$ cat src/rtl/rv_shift_fifo_pkg.sv
// Shared helpers for rv_shift_fifo and its occupancy controller.
// Optional feature macro used by the top: RV_SHIFT_FIFO_BYPASS_EN.
package rv_shift_fifo_pkg;

    // Smallest legal FIFO depth; a one-entry shift FIFO has no read index to track.
    localparam int MIN_DEPTH = 2;

    // Width of an index into an array of 'depth' entries, never less than 1.
    function automatic int idx_width(input int depth);
        return (depth > 1) ? $clog2(depth) : 1;
    endfunction

endpackage

$ cat src/rtl/rv_shift_fifo_ctrl.sv
// Occupancy counter with registered empty/full flags for shift-register queues.
// push and pop must already be qualified by the caller (no push while full,
// no pop while empty).
module rv_shift_fifo_ctrl
    import rv_shift_fifo_pkg::*;
#(
    parameter int DEPTH = 4,
    parameter int SIZEW = $clog2(DEPTH + 1)
) (
    input  logic             clk,
    input  logic             reset,
    input  logic             push,
    input  logic             pop,
    output logic [SIZEW-1:0] size,
    output logic             empty,
    output logic             full
);

    logic [SIZEW-1:0] size_nxt;

    // Next occupancy: a simultaneous push and pop leaves the count unchanged.
    always_comb begin
        size_nxt = size;
        case ({push, pop})
            2'b10:   size_nxt = size + SIZEW'(1);
            2'b01:   size_nxt = size - SIZEW'(1);
            default: size_nxt = size;
        endcase
    end

    // Count and flags are registered together so the flags never glitch.
    always_ff @(posedge clk) begin
        if (!reset) begin
            size  <= '0;
            empty <= 1'b1;
            full  <= 1'b0;
        end else begin
            size  <= size_nxt;
            empty <= (size_nxt == '0);
            full  <= (size_nxt == SIZEW'(DEPTH));
        end
    end

endmodule

$ cat src/rtl/rv_shift_fifo.sv
// Shift-register FIFO with a ready/valid read port.
// Writes shift into entry 0; the oldest entry sits at index size-1.
// Define RV_SHIFT_FIFO_BYPASS_EN to forward data_in straight to data_out
// while the FIFO is empty (zero-latency path); otherwise latency is 1 cycle.
module rv_shift_fifo
    import rv_shift_fifo_pkg::*;
#(
    parameter int DATAW = 8,
    parameter int DEPTH = 4,
    parameter int SIZEW = $clog2(DEPTH + 1)
) (
    input  logic             clk,
    input  logic             reset,
    input  logic             valid_in,
    output logic             ready_in,
    input  logic [DATAW-1:0] data_in,
    output logic             valid_out,
    input  logic             ready_out,
    output logic [DATAW-1:0] data_out,
    output logic [SIZEW-1:0] size,
    output logic             empty,
    output logic             full
);

    localparam int IDXW = idx_width(DEPTH);

    logic [DATAW-1:0] entries [DEPTH];
    logic             push;
    logic             pop;
    logic             wr_en;
    logic             cnt_pop;
    logic [IDXW-1:0]  rd_idx;
    logic [DATAW-1:0] head;

    // ready_in depends only on the registered full flag, never on ready_out.
    assign ready_in = ~full;
    assign push     = valid_in & ready_in;
    assign pop      = valid_out & ready_out;

    // Oldest entry lives at size-1. When empty, index 0 still holds the last
    // popped value (or zero after reset), so data_out keeps its last value.
    always_comb begin
        rd_idx = '0;
        if (!empty) begin
            rd_idx = IDXW'(size - SIZEW'(1));
        end
    end

    assign head = entries[rd_idx];

`ifdef RV_SHIFT_FIFO_BYPASS_EN
    assign valid_out = empty ? valid_in : 1'b1;
    assign data_out  = empty ? data_in : head;
    // A bypassed word consumed in the same cycle is never stored.
    assign wr_en     = push & ~(empty & pop);
    assign cnt_pop   = pop & ~empty;
`else
    assign valid_out = ~empty;
    assign data_out  = head;
    assign wr_en     = push;
    assign cnt_pop   = pop;
`endif

    // Entry array: every accepted write shifts the whole line by one.
    always_ff @(posedge clk) begin
        if (!reset) begin
            for (int i = 0; i < DEPTH; i++) begin
                entries[i] <= '0;
            end
        end else if (wr_en) begin
            entries[0] <= data_in;
            for (int i = 1; i < DEPTH; i++) begin
                entries[i] <= entries[i-1];
            end
        end
    end

    rv_shift_fifo_ctrl #(
        .DEPTH (DEPTH),
        .SIZEW (SIZEW)
    ) u_ctrl (
        .clk   (clk),
        .reset (reset),
        .push  (wr_en),
        .pop   (cnt_pop),
        .size  (size),
        .empty (empty),
        .full  (full)
    );

endmodule
$ cat config.mk
export PLATFORM = sky130hd
export DESIGN_NAME = rv_shift_fifo
export DESIGN_NICKNAME = d
export VERILOG_FILES = /design/src/rtl/rv_shift_fifo_pkg.sv /design/src/rtl/rv_shift_fifo_ctrl.sv /design/src/rtl/rv_shift_fifo.sv
export SDC_FILE = /design/constraint.sdc
export NUM_CORES = 1
export LEC_CHECK = 0
export BUFFER_PORTS_ARGS = -buffer_cell sky130_fd_sc_hd__buf_4
export CORE_MARGIN = 3
export CORE_UTILIZATION = 56
export DETAILED_ROUTE_END_ITERATION = 8
export PLACE_DENSITY = 0.78
export SYNTH_ARGS = -nofsm -noshare
export SYNTH_HDL_FRONTEND = slang
export SYNTH_SLANG_ARGS = --single-unit
$ cat constraint.sdc
create_clock -name clk -period 2.55 [get_ports clk]
set_input_delay 0.6375 -clock clk [delete_from_list [all_inputs] [get_ports clk]]
set_output_delay 0.6375 -clock clk [all_outputs]
set_load 0.01 [all_outputs]
**After elaboration in Yosys (flattened, before gate mapping)**

Memory sizes are Yosys's and may differ from the RTL's.
Index checks and enable logic that the tools add are counted.

- Muxes and demuxes: 10
- Reduce and logical (&&, ||, !) cells: 1
- Add/sub/neg operators: 2
- Bitwise gates (word level): 8
- Equal/unequal tests: 3

Operators by type and width:

| kind | count |
|---|---|
| two-way mux 8 bit | 4 |
| one-hot mux 3 bit (2 select lines) | 1 |
| two-way mux 1 bit | 4 |
| bitwise OR 1 bit | 4 |
| adder 3 x 1 -> 3 bit (second input constant) | 1 |
| == test 3 bit (second input constant) | 1 |
| logical NOT 3 bit | 1 |
| subtractor 3 x 1 -> 3 bit (second input constant) | 1 |
| AND 1 bit | 2 |
| == test 2 x 1 -> 1 bit (second input constant) | 1 |
| == test 2 bit (second input constant) | 1 |
| two-way mux 2 bit | 1 |
| NOT 1 bit | 2 |

- Memory bits (writable): 32
- Bits in registers: 5
- Memories: 1
- Bits of input ports: 12
- Output and inout bits: 15

Memory list:

| name | depth | width | read ports | clocked after Yosys merged registers in | wr ports | RTL line | text |
|---|---|---|---|---|---|---|---|
| entries | 4 | 8 | 4 | 0 | 4 | rv_shift_fifo.sv:27 | `logic [DATAW-1:0] entries [DEPTH];` |

**Depth between registers and ports, before layout**

Gate-level depths: netlist of run 1.

- Word-level depth: 6
- Mapped depth: 9
- Gate-level depth less buffers: 8

**By module**

Synthesis of run 1 repeated with hierarchy kept, for this count alone.

- Cell total of the unflattened synthesis: 139
- Area, all modules: 1813.0 um^2

Modules (own cells, without submodules):

| module | cells an instance | times used | seq. area each (um^2) | area an instance (um^2) |
|---|---|---|---|---|
| rv_shift_fifo | 114 | 1 | 960.9 | 1557.7 |
| rv_shift_fifo_ctrl | 25 | 1 | 100.1 | 255.2 |

**Least setup slack after synthesis of run 1**

OpenSTA, ideal clock, no wires.

- Path kind: reg2out
- Start: register u_ctrl.size[0]
- End: output data_out[0]
- Data arrival time: 1.777 ns
- Setup slack: 0.135 ns
- Stages on the path, launching flop included: 9
- Cells stage by stage: dfxtp_1 buf_6 buf_6 inv_1 ha_1 buf_6 or2_1 buf_6 o211ai_2

- Word-level cells in the longest chain between the ends: 3

Ends and longest elaborated chain:

| what | RTL line | text |
|---|---|---|
| start, declared | rv_shift_fifo_ctrl.sv:14 | `output logic [SIZEW-1:0] size,` |
| start signal, assigned | rv_shift_fifo_ctrl.sv:38 | `size <= size_nxt;` |
| subtractor 3 x 1 -> 3 bit | - |  |
| two-way mux 2 bit | rv_shift_fifo.sv:44 | `if (!empty) begin` |
| memory (4 x 8 bit) | - |  |
| end, declared | rv_shift_fifo.sv:19 | `output logic [DATAW-1:0] data_out,` |

Every way passes these cells.

**Worst setup path after layout of run 1**

- Start: register u_ctrl.size[1]
- End: output data_out[7]

The elaborated chain is that of the path after synthesis.

==> impl_metrics.ini, run 1 <==
[status]
status = completed

[floorplan]
die_area_mm2 = 0.00411
coreArea_mm2 = 0.00313
die-height_um = 64.1
die_x_um = 64.1
io_pins = 27
rows = 20
start_util_pct = 60.4

[route]
drc = 0
drt_iter0_drc = 76
viasPerCell = 5.57
drtPass1Iterations = 4
wl_per_cell_um = 15.1
ant_nets = 0
wl_mm = 3.39
num_vias = 1254

[placement]
place_area_mm2 = 0.00210
gp_congestion = 0.783
port_buffers = 26
dp_hpwl_mm = 2.27

[power_and_ir_drop]
static-leakage-power_nw = 1.01
ir_worst_vdd_mv = 0.379
powerDensity_mw_per_mm2 = 800

[clocking]
clkSinkCount = 37
cts_tree = done
clk_pin_slew_worst_paths_ps = 120
cts_setup_buffers = 0
clk_path_buf_depth = 2
clockRootBuffer = clkbuf_4
cts_buffers = 5
h-tree-depth = 2
clock_latency_ps = 350

[logic_synthesis]
synth.lib_cells_used.distinct = 27
synth_edf_count = 32
async_flop_share_pct = 0
yosys_warnings = 0
postSynthAreaPerCell_um2 = 12.4
netlist_area_mm2 = 0.00189
syn_nets = 170
synth_area_leaders = edfxtp_1, and3_1, dfxtp_1
ys_ff_latch = 37
synth_seq_area_share_pct = 56.1
syn_inst = 153
synth_area_leader_cell = edfxtp_1
synth_top_area_share_pct = 50.8
synth_ff_type = edfxtp_1
synth.top_cells.by_count = and3_1, edfxtp_1, nand2_1, inv_1

[sta]
drv_slew = 0
final_hold_viol_count = 0
worst_slew_pin_slew_ps = 400
clock_skew_ps = 13.0
maxSlewHeadroom_pct = 73.3
setup_viol = 0
fmaxAchievable_mhz = 417
fin_tns_setup_ps = 0
worst_hold_slack_ps = 591
rsz0062_at_grt = false
fin_crit_ps = 2400
fin_crit_sh_pct = 94.0

[hold_path]
min_path_type = reg -> reg
whs_path_depth = 1

[global_route]
antenna_found_initial = 0
grt_max_degree = 37
grtUsageTotal_pct = 18.0
gr-total-overflow = 0
grt_pass1_wl_mm = 5.70
grt_pass1_vias = 1174

[finish]
antennaDiodeCount = 0
drive_above_1_share_pct = 29.8
num-nets-final = 197
syn2layout_area_growth_pct = 15.8
postLayoutCellArea_mm2 = 0.00219
finish.utilization_pct = 70.0

[critical_path]
crit_chain = inv_1 > ha_1 > or2_4 > o211ai_2 > buf_4
critPathCaptureType = output pin
required_ps = 1910
path_buf_inv = 2
worstPathArrival_ps = 1760
cp_top_family = flip-flops
crit_type = reg -> out
worstSetupPathDepth = 5
worstRegToRegCells = 6
startpoint_type = flip-flop
critPathMaxStageDelay_ps = 410
worst-path-max-fanout = 8
slowest_stage = dfxtp_1

[job]
cap_violations = 0
worst paths after layout:
path	slack (ps)	from	to
setup / recovery	150	u_ctrl.size[1]	data_out[7]
hold / removal	590	entries[2][0]	entries[3][0]
setup reg to reg	910	u_ctrl.empty	u_ctrl.empty
hold reg to reg	590	entries[2][0]	entries[3][0]
layout make-up:
type / instances / area, um2
fillers: 235 / 940
repair buffers: 31 / 233
flip-flops and latches: 37 / 1060
well taps: 44 / 55.1
clock buffers: 5 / 37.5
inverters: 9 / 33.8
multi-input cells: 96 / 722
clock inverters: 3 / 46.3
state kept, by name, summed over array words and instances, names as in the netlist:
signal,cells
entries,32
u_ctrl.full,1
u_ctrl.size,3
u_ctrl.empty,1
report_power, final:
group          switching [W]  internal (W)
Sequential         0.0000368      0.000722
Combinational       0.000316      0.000261
Clock               0.000208      0.000208
Total               0.000561       0.00119
layer usage:
| metal | vias to the layer above | GRT usage, % | wire, um |
|---|---|---|---|
| met5 | - | 0 | 0 |
| met4 | 0 | 5.54 | 42 |
| met3 | 5 | 4.75 | 184 |
| met2 | 36 | 26.7 | 1610 |
| met1 | 595 | 25.8 | 1550 |
| li1 | 618 | - | - |
per-stage QoR:
stage | std cells | total power (W) | setup WS [ps]
after floorplan | 153 | 0.00117 | 135
after detailed placement | 217 | 0.00134 | 433
after global routing | 225 | 0.00185 | 78.5
after CTS | 225 | 0.00175 | 38.4
final | 225 | 0.00175 | 154
after global placement | 217 | 0.00132 | 478
worst reg2reg max path: cells and delay by family, from the launching register on:
| kind | cells | cell delay (ps) |
|---|---|---|
| AOI/OAI and AO/OA | 2 | 380 |
| and+or+nand+nor | 3 | 450 |
| DFF | 1 | 360 |
| adders and majority gates | 1 | 350 |
cells in the final DEF, fill, tap and decap left out:
| master | netlist | final |
|---|---|---|
| and3_1 | 32 | 32 |
| edfxtp_1 | 32 | 32 |
| buf_4 | 0 | 31 |
| nand2_1 | 19 | 19 |
| inv_1 | 9 | 9 |
| mux2i_1 | 8 | 8 |
| a22o_1 | 8 | 8 |
| o211ai_2 | 8 | 8 |
| ha_1 | 5 | 5 |
| clkbuf_4 | 0 | 5 |
| dfxtp_1 | 5 | 5 |
| nor2b_1 | 3 | 3 |
| or2_4 | 0 | 1 |
| nor2_4 | 1 | 1 |
| a211oi_2 | 1 | 1 |
| nor3b_2 | 1 | 1 |
| o21bai_1 | 1 | 1 |
| o21a_1 | 1 | 1 |
| nor2b_2 | 1 | 1 |
| o22ai_1 | 1 | 1 |
| a22oi_1 | 1 | 1 |
| o21ai_1 | 1 | 1 |
| o311a_2 | 1 | 1 |
| nor3_2 | 1 | 1 |
| o211a_1 | 1 | 1 |
| clkinvlp_4 | 0 | 1 |
| clkinv_4 | 0 | 1 |
| bufinv_16 | 0 | 1 |
repair_timing:
action,4_1_cts,5_1_grt
gates resized for setup,0,1
hold buffers,0,0
setup endpoints to repair,0,8
cell families (layout without fill, tap and decap cells):
logic type | after synthesis | after routing | share of synthesized area, %
AO/OA/AOI/OAI | 24 | 24 | 12.6
AND/OR/NAND/NOR | 59 | 59 | 17.9
multiplexers | 8 | 8 | 4.24
adder cells (fa/ha/maj) | 5 | 5 | 3.31
buffers and inverters | 20 | 48 | 5.82
flip-flops | 37 | 37 | 56.1
(Power assumes the default switching activity.)
==> inputs of run 2 (changes only) <==
--- a/config.mk
+++ b/config.mk
@@ -6,9 +6,11 @@
 export NUM_CORES = 1
 export LEC_CHECK = 0
 export BUFFER_PORTS_ARGS = -buffer_cell sky130_fd_sc_hd__buf_4
+export CAP_MARGIN = 20
 export CORE_MARGIN = 3
 export CORE_UTILIZATION = 56
 export DETAILED_ROUTE_END_ITERATION = 8
+export MAX_ROUTING_LAYER = met4
 export PLACE_DENSITY = 0.78
 export SYNTH_ARGS = -nofsm -noshare
 export SYNTH_HDL_FRONTEND = slang
==> run 2 against run 1 <==
Sequential power about the same. Sequential share of layout area unchanged. Non-clock buffer count unchanged. Worst hold slack about the same. First-iteration DRC count decreased by 3.9%. Critical path depth unchanged. Critical path type unchanged. Critical endpoint unchanged. Largest power group unchanged.
==> impl_metrics.ini, run 2 (same netlist as run 1, synthesis figures left out) <==
[placement]
gp_congestion = 0.794
port_buffers = 26
pre_cts_ws_ps = 433
dp_hpwl_mm = 2.27
dpl.cell_count = 217

[critical_path]
required_ps = 1910
crit_chain = inv_1 > ha_1 > or2_4 > o211ai_2 > buf_4
worstPathArrival_ps = 1760
startpoint_type = flip-flop
path_buf_inv = 2
worst-path-max-fanout = 8
cp_top_family = flip-flops
crit_type = reg -> out
critPathMaxStageDelay_ps = 410
slowest_stage = dfxtp_1
critPathCaptureType = output pin

[clocking]
cts_buffers = 5
postCtsHoldBufs = 0
cts_setup_buffers = 0
clk_path_buf_depth = 2
clkSinkCount = 37
clk_pin_slew_worst_paths_ps = 120
clock_latency_ps = 350
h-tree-depth = 2
cts_tree = done
clockRootBuffer = clkbuf_4

[route]
drt_iter0_drc = 73
drtPass1Iterations = 4
wl_mm = 3.40
dr_wl_met2_mm = 1.59
wl_per_cell_um = 15.1
viasPerCell = 5.56
dr.max_layer_used = met4
ant_nets = 0
drc = 0
m1WireLength_mm = 1.53
num_vias = 1252
dr_wl_met3_um = 227

[global_route]
grt_pass1_vias = 1165
grt_pass1_wl_mm = 5.72
antenna_found_initial = 0
grtUsageTotal_pct = 18.5
gr-total-overflow = 0
grt_max_degree = 37

[power_and_ir_drop]
static-leakage-power_nw = 1.01
powerDensity_mw_per_mm2 = 800
ir_worst_vdd_mv = 0.379

[sta]
final_hold_viol_count = 0
rsz0062_at_grt = false
drv_slew = 0
fin_tns_setup_ps = 0
clock_skew_ps = 13.0
setup_ws_ps = 156
fin_crit_ps = 2390
fmaxAchievable_mhz = 418
setup_viol = 0
maxSlewHeadroom_pct = 73.1
fin_crit_sh_pct = 93.9
worst_hold_slack_ps = 591
worst_slew_pin_slew_ps = 404

[floorplan]
coreArea_mm2 = 0.00313
die_x_um = 64.1
die_area_mm2 = 0.00411
start_util_pct = 60.4
die-height_um = 64.1
io_pins = 27
rows = 20

[finish]
largest-register = entries
fill_cells = 235
num-nets-final = 197
largestRegisters = entries x32, u_ctrl.size x3
syn2layout_area_growth_pct = 15.8
drive_above_1_share_pct = 29.8
final-instance-count-excl-fill = 225
largest_reg_flops = 32
antennaDiodeCount = 0
final_cell_mix = and3_1, edfxtp_1, buf_4

[hold_path]
min_path_type = reg -> reg

[status]
status = completed

[job]
cap_violations = 0
## run 2: cell counts in the layout (fill, tap and decap cells not counted)
No cell type changed its count.
## run 2: per-layer routing
metal / vias up / GRT usage [%]
met2: 40 / 26.5
met4: 0 / 5.54
met3: 5 / 4.75
li1: 617 / -
met1: 590 / 26.3
met5: - / -
## run 2: cell type report
type | instances | area (um2) | area share, %
Sequential cell | 37 | 1060 | 48.5
Tap cell | 44 | 55.1 | 2.52
Clock buffer | 5 | 37.5 | 1.72
Timing Repair Buffer | 31 | 233 | 10.6
Inverter | 9 | 33.8 | 1.54
Multi-Input combinational cell | 96 | 722 | 33.0
Clock inverter | 3 | 46.3 | 2.12
## run 2: power breakdown
part	internal, W	switching [W]	total, W
Clock	0.000208	0.000208	0.000415
Combinational	0.000261	0.000316	0.000577
Sequential	0.000722	0.0000367	0.000758
Total	0.00119	0.000560	0.00175
## run 2: through the flow
step                      area, um2  util [%]  power [W]
after floorplan                1890         -    0.00117
after global placement         2100      67.2    0.00132
after detailed placement       2100      67.2    0.00134
after CTS                      2190      69.9    0.00175
after global routing           2190      70.0    0.00185
final                          2190      70.0    0.00175
## run 2: path summary, 6_finish.rpt
| check | cells past startpoint | slack, ps | from | endpoint |
|---|---|---|---|---|
| setup reg to reg | 6 | 910 | u_ctrl.empty | u_ctrl.empty |
| hold / removal | 1 | 590 | entries[2][0] | entries[3][0] |
| hold reg to reg | 1 | 590 | entries[2][0] | entries[3][0] |
| setup / recovery | 5 | 160 | u_ctrl.size[1] | data_out[7] |
## run 2: worst reg2reg max path, stage by stage (launching register included)
cell	delay, ps
dfxtp_1	360
nor2b_1	250
ha_1	350
o21bai_1	190
o21a_1	190
nor2b_2	140
nor3_2	60
## run 2: what timing repair did
action / in CTS / in global routing
gates resized for setup: 0 / 1
endpoints found under the setup margin: 0 / 8
endpoints found under the hold margin: 0 / 0
==> inputs of run 3 (changes only) <==
--- a/config.mk
+++ b/config.mk
@@ -11,7 +11,8 @@
 export CORE_UTILIZATION = 56
 export DETAILED_ROUTE_END_ITERATION = 8
 export MAX_ROUTING_LAYER = met4
-export PLACE_DENSITY = 0.78
+export PLACE_DENSITY = 0.79
 export SYNTH_ARGS = -nofsm -noshare
 export SYNTH_HDL_FRONTEND = slang
+export SYNTH_HIERARCHICAL = 1
 export SYNTH_SLANG_ARGS = --single-unit
==> run 3 against run 2 <==
Final cell count shrank 5.8%. Clock skew increased by 2.8 ps. Worst hold slack lost 13 ps. Die area decreased by 3.7%. Critical path type unchanged. First-iteration DRC count up 12%.
==> impl_metrics.ini, run 3 <==
[sta]
rsz0062_at_grt = false
drv_slew = 0
final_hold_viol_count = 0
setup_viol = 0
clock_skew_ps = 15.8
fmaxAchievable_mhz = 425
fin_crit_ps = 2360
fin_crit_sh_pct = 92.4
fin_tns_setup_ps = 0
worst_hold_slack_ps = 578
maxSlewHeadroom_pct = 69.4
setup_ws_ps = 194
worst_slew_pin_slew_ps = 458

[critical_path]
crit_type = reg -> out
required_ps = 1910
cpMostUsedCell = buf_4
slowest_stage = dfxtp_2
critPathCaptureType = output pin
critPathMaxStageDelay_ps = 500
worstPathArrival_ps = 1720
crit_chain = buf_4 > mux2_2 > o22ai_2 > a21oi_1 > buf_4
worst-path-max-fanout = 13
startpoint_type = flip-flop

[clocking]
postCtsHoldBufs = 0
h-tree-depth = 2
clkSinkCount = 37
cts_setup_buffers = 0
cts_tree = done
clock_latency_ps = 350
cts_buffers = 5
clockRootBuffer = clkbuf_4
clk_path_buf_depth = 2
clk_pin_slew_worst_paths_ps = 90

[route]
drt_iter0_drc = 82
drc = 0
drtPass1Iterations = 4
wl_mm = 3.52
num_vias = 1219
wl_per_cell_um = 16.6
ant_nets = 0
viasPerCell = 5.75

[logic_synthesis]
synth_area_leader_cell = edfxtp_1
synth.lib_cells_used.distinct = 31
synth_edf_count = 32
async_flop_share_pct = 0
synth_ff_type = edfxtp_1
syn_nets = 153
netlist_area_mm2 = 0.00181
synth.top_cells.by_count = and3_1, edfxtp_1, a21oi_1, o22ai_1, o22ai_2
yosysMostFrequentCell = and3_1
ys_ff_latch = 37
yosys_warnings = 6
synth_seq_area_share_pct = 58.5
synth_area_leaders = edfxtp_1, and3_1, dfxtp_1
syn_inst = 139
postSynthAreaPerCell_um2 = 13.0
synth_top_area_share_pct = 53.0

[power_and_ir_drop]
static-leakage-power_nw = 0.941
switchingPower_w = 0.000673
ir_worst_vdd_mv = 0.654
p_int_w = 0.00128
powerDensity_mw_per_mm2 = 933
swShare_pct = 34.4
combPwrFrac_pct = 42.3
power_frac_clock_pct = 14.8
pwr-share-seq_pct = 42.9

[floorplan]
die_area_mm2 = 0.00396
die-height_um = 62.9
start_util_pct = 58.9
die_x_um = 62.9
io_pins = 27
coreArea_mm2 = 0.00308
rows = 20

[global_route]
grt_pass1_vias = 1233
grtUsageTotal_pct = 19.7
antenna_found_initial = 0
grt_max_degree = 40
grt_pass1_wl_mm = 5.86
gr-total-overflow = 0

[finish]
regArea_mm2 = 0.00106
final_cell_mix = and3_1, edfxtp_1, buf_4
largest_reg_flops = 32
largest-register = entries
syn2layout_area_growth_pct = 15.6
finish.utilization_pct = 68.1
fill_cells = 222
final_common_cell = and3_1
multiInputGateArea_um2 = 667
num-nets-final = 181
drive_above_1_share_pct = 35.1
postLayoutCellArea_mm2 = 0.00210
antennaDiodeCount = 0
largestRegisters = entries x32, u_ctrl/size x3

[placement]
dp_hpwl_mm = 2.27
pre_cts_ws_ps = 26.7
gp_congestion = 0.707
port_buffers = 26
place_area_mm2 = 0.00205

[job]
cap_violations = 0

[hold_path]
min_path_type = reg -> reg

[status]
status = completed
run 3: critical path: cells and delay by family, from the launching register on:
kind,cells,cell delay (ps)
buffers and inverters,2,380
flip-flops,1,500
multiplexers,1,350
AO/OA/AOI/OAI,2,160
run 3: repair_timing:
| action | in CTS | in global routing |
|---|---|---|
| gates resized for setup | 0 | 1 |
| setup endpoints to repair | 0 | 4 |
| endpoints found under the hold margin | 0 | 0 |
run 3: area by class of cell:
| type | count | share of cell area [%] |
|---|---|---|
| repair buffers | 32 | 11.5 |
| multi-input cells | 85 | 31.8 |
| flip-flops and latches | 37 | 50.7 |
| clock inverters | 1 | 0.179 |
| inverters | 6 | 1.07 |
| well taps | 44 | 2.63 |
| clock buffers | 7 | 2.15 |
run 3: path summary, 6_finish.rpt:
check / depth (start not counted) / to / slack [ps] / from
hold / removal: 2 / u_ctrl/size[2] / 580 / u_ctrl/size[2]
setup / recovery: 5 / data_out[1] / 190 / u_ctrl/size[1]
setup reg to reg: 7 / u_ctrl/empty / 460 / u_ctrl/empty
hold reg to reg: 2 / u_ctrl/size[2] / 580 / u_ctrl/size[2]
run 3: logic make-up (layout without fill, tap and decap cells):
logic type,after synthesis,count (layout),synth area share [%]
muxes,9,9,5.93
buffers and inverters,17,46,4.97
DFF,37,37,58.5
xor gates and xnor gates,2,2,0.966
AOI/OAI and AO/OA,27,27,11.7
and+or+nand+nor,45,45,16.1
adders and majority gates,2,2,1.79
run 3: through the flow:
stage	total power, W	std cells
final	0.00196	212
after global routing	0.00207	212
after CTS	0.00196	212
after detailed placement	0.00168	204
after global placement	0.00165	204
after floorplan	0.00140	139
run 3: layer usage:
layer	up-vias	global-route usage [%]	wire [um]
met1	581	25.3	1560
met3	6	5.04	214
met5	-	-	0
li1	587	-	-
met4	0	6.61	47
met2	45	30.3	1690
run 3: power groups by stage:
stage	logic, W	registers [W]	clock network, W
2_1_floorplan	0.000574	0.000822	0
3_3_place_gp	0.000809	0.000843	0
3_5_place_dp	0.000831	0.000848	0
4_1_cts	0.000833	0.000835	0.000292
5_1_grt	0.000893	0.000853	0.000321
6_report	0.000827	0.000838	0.000290
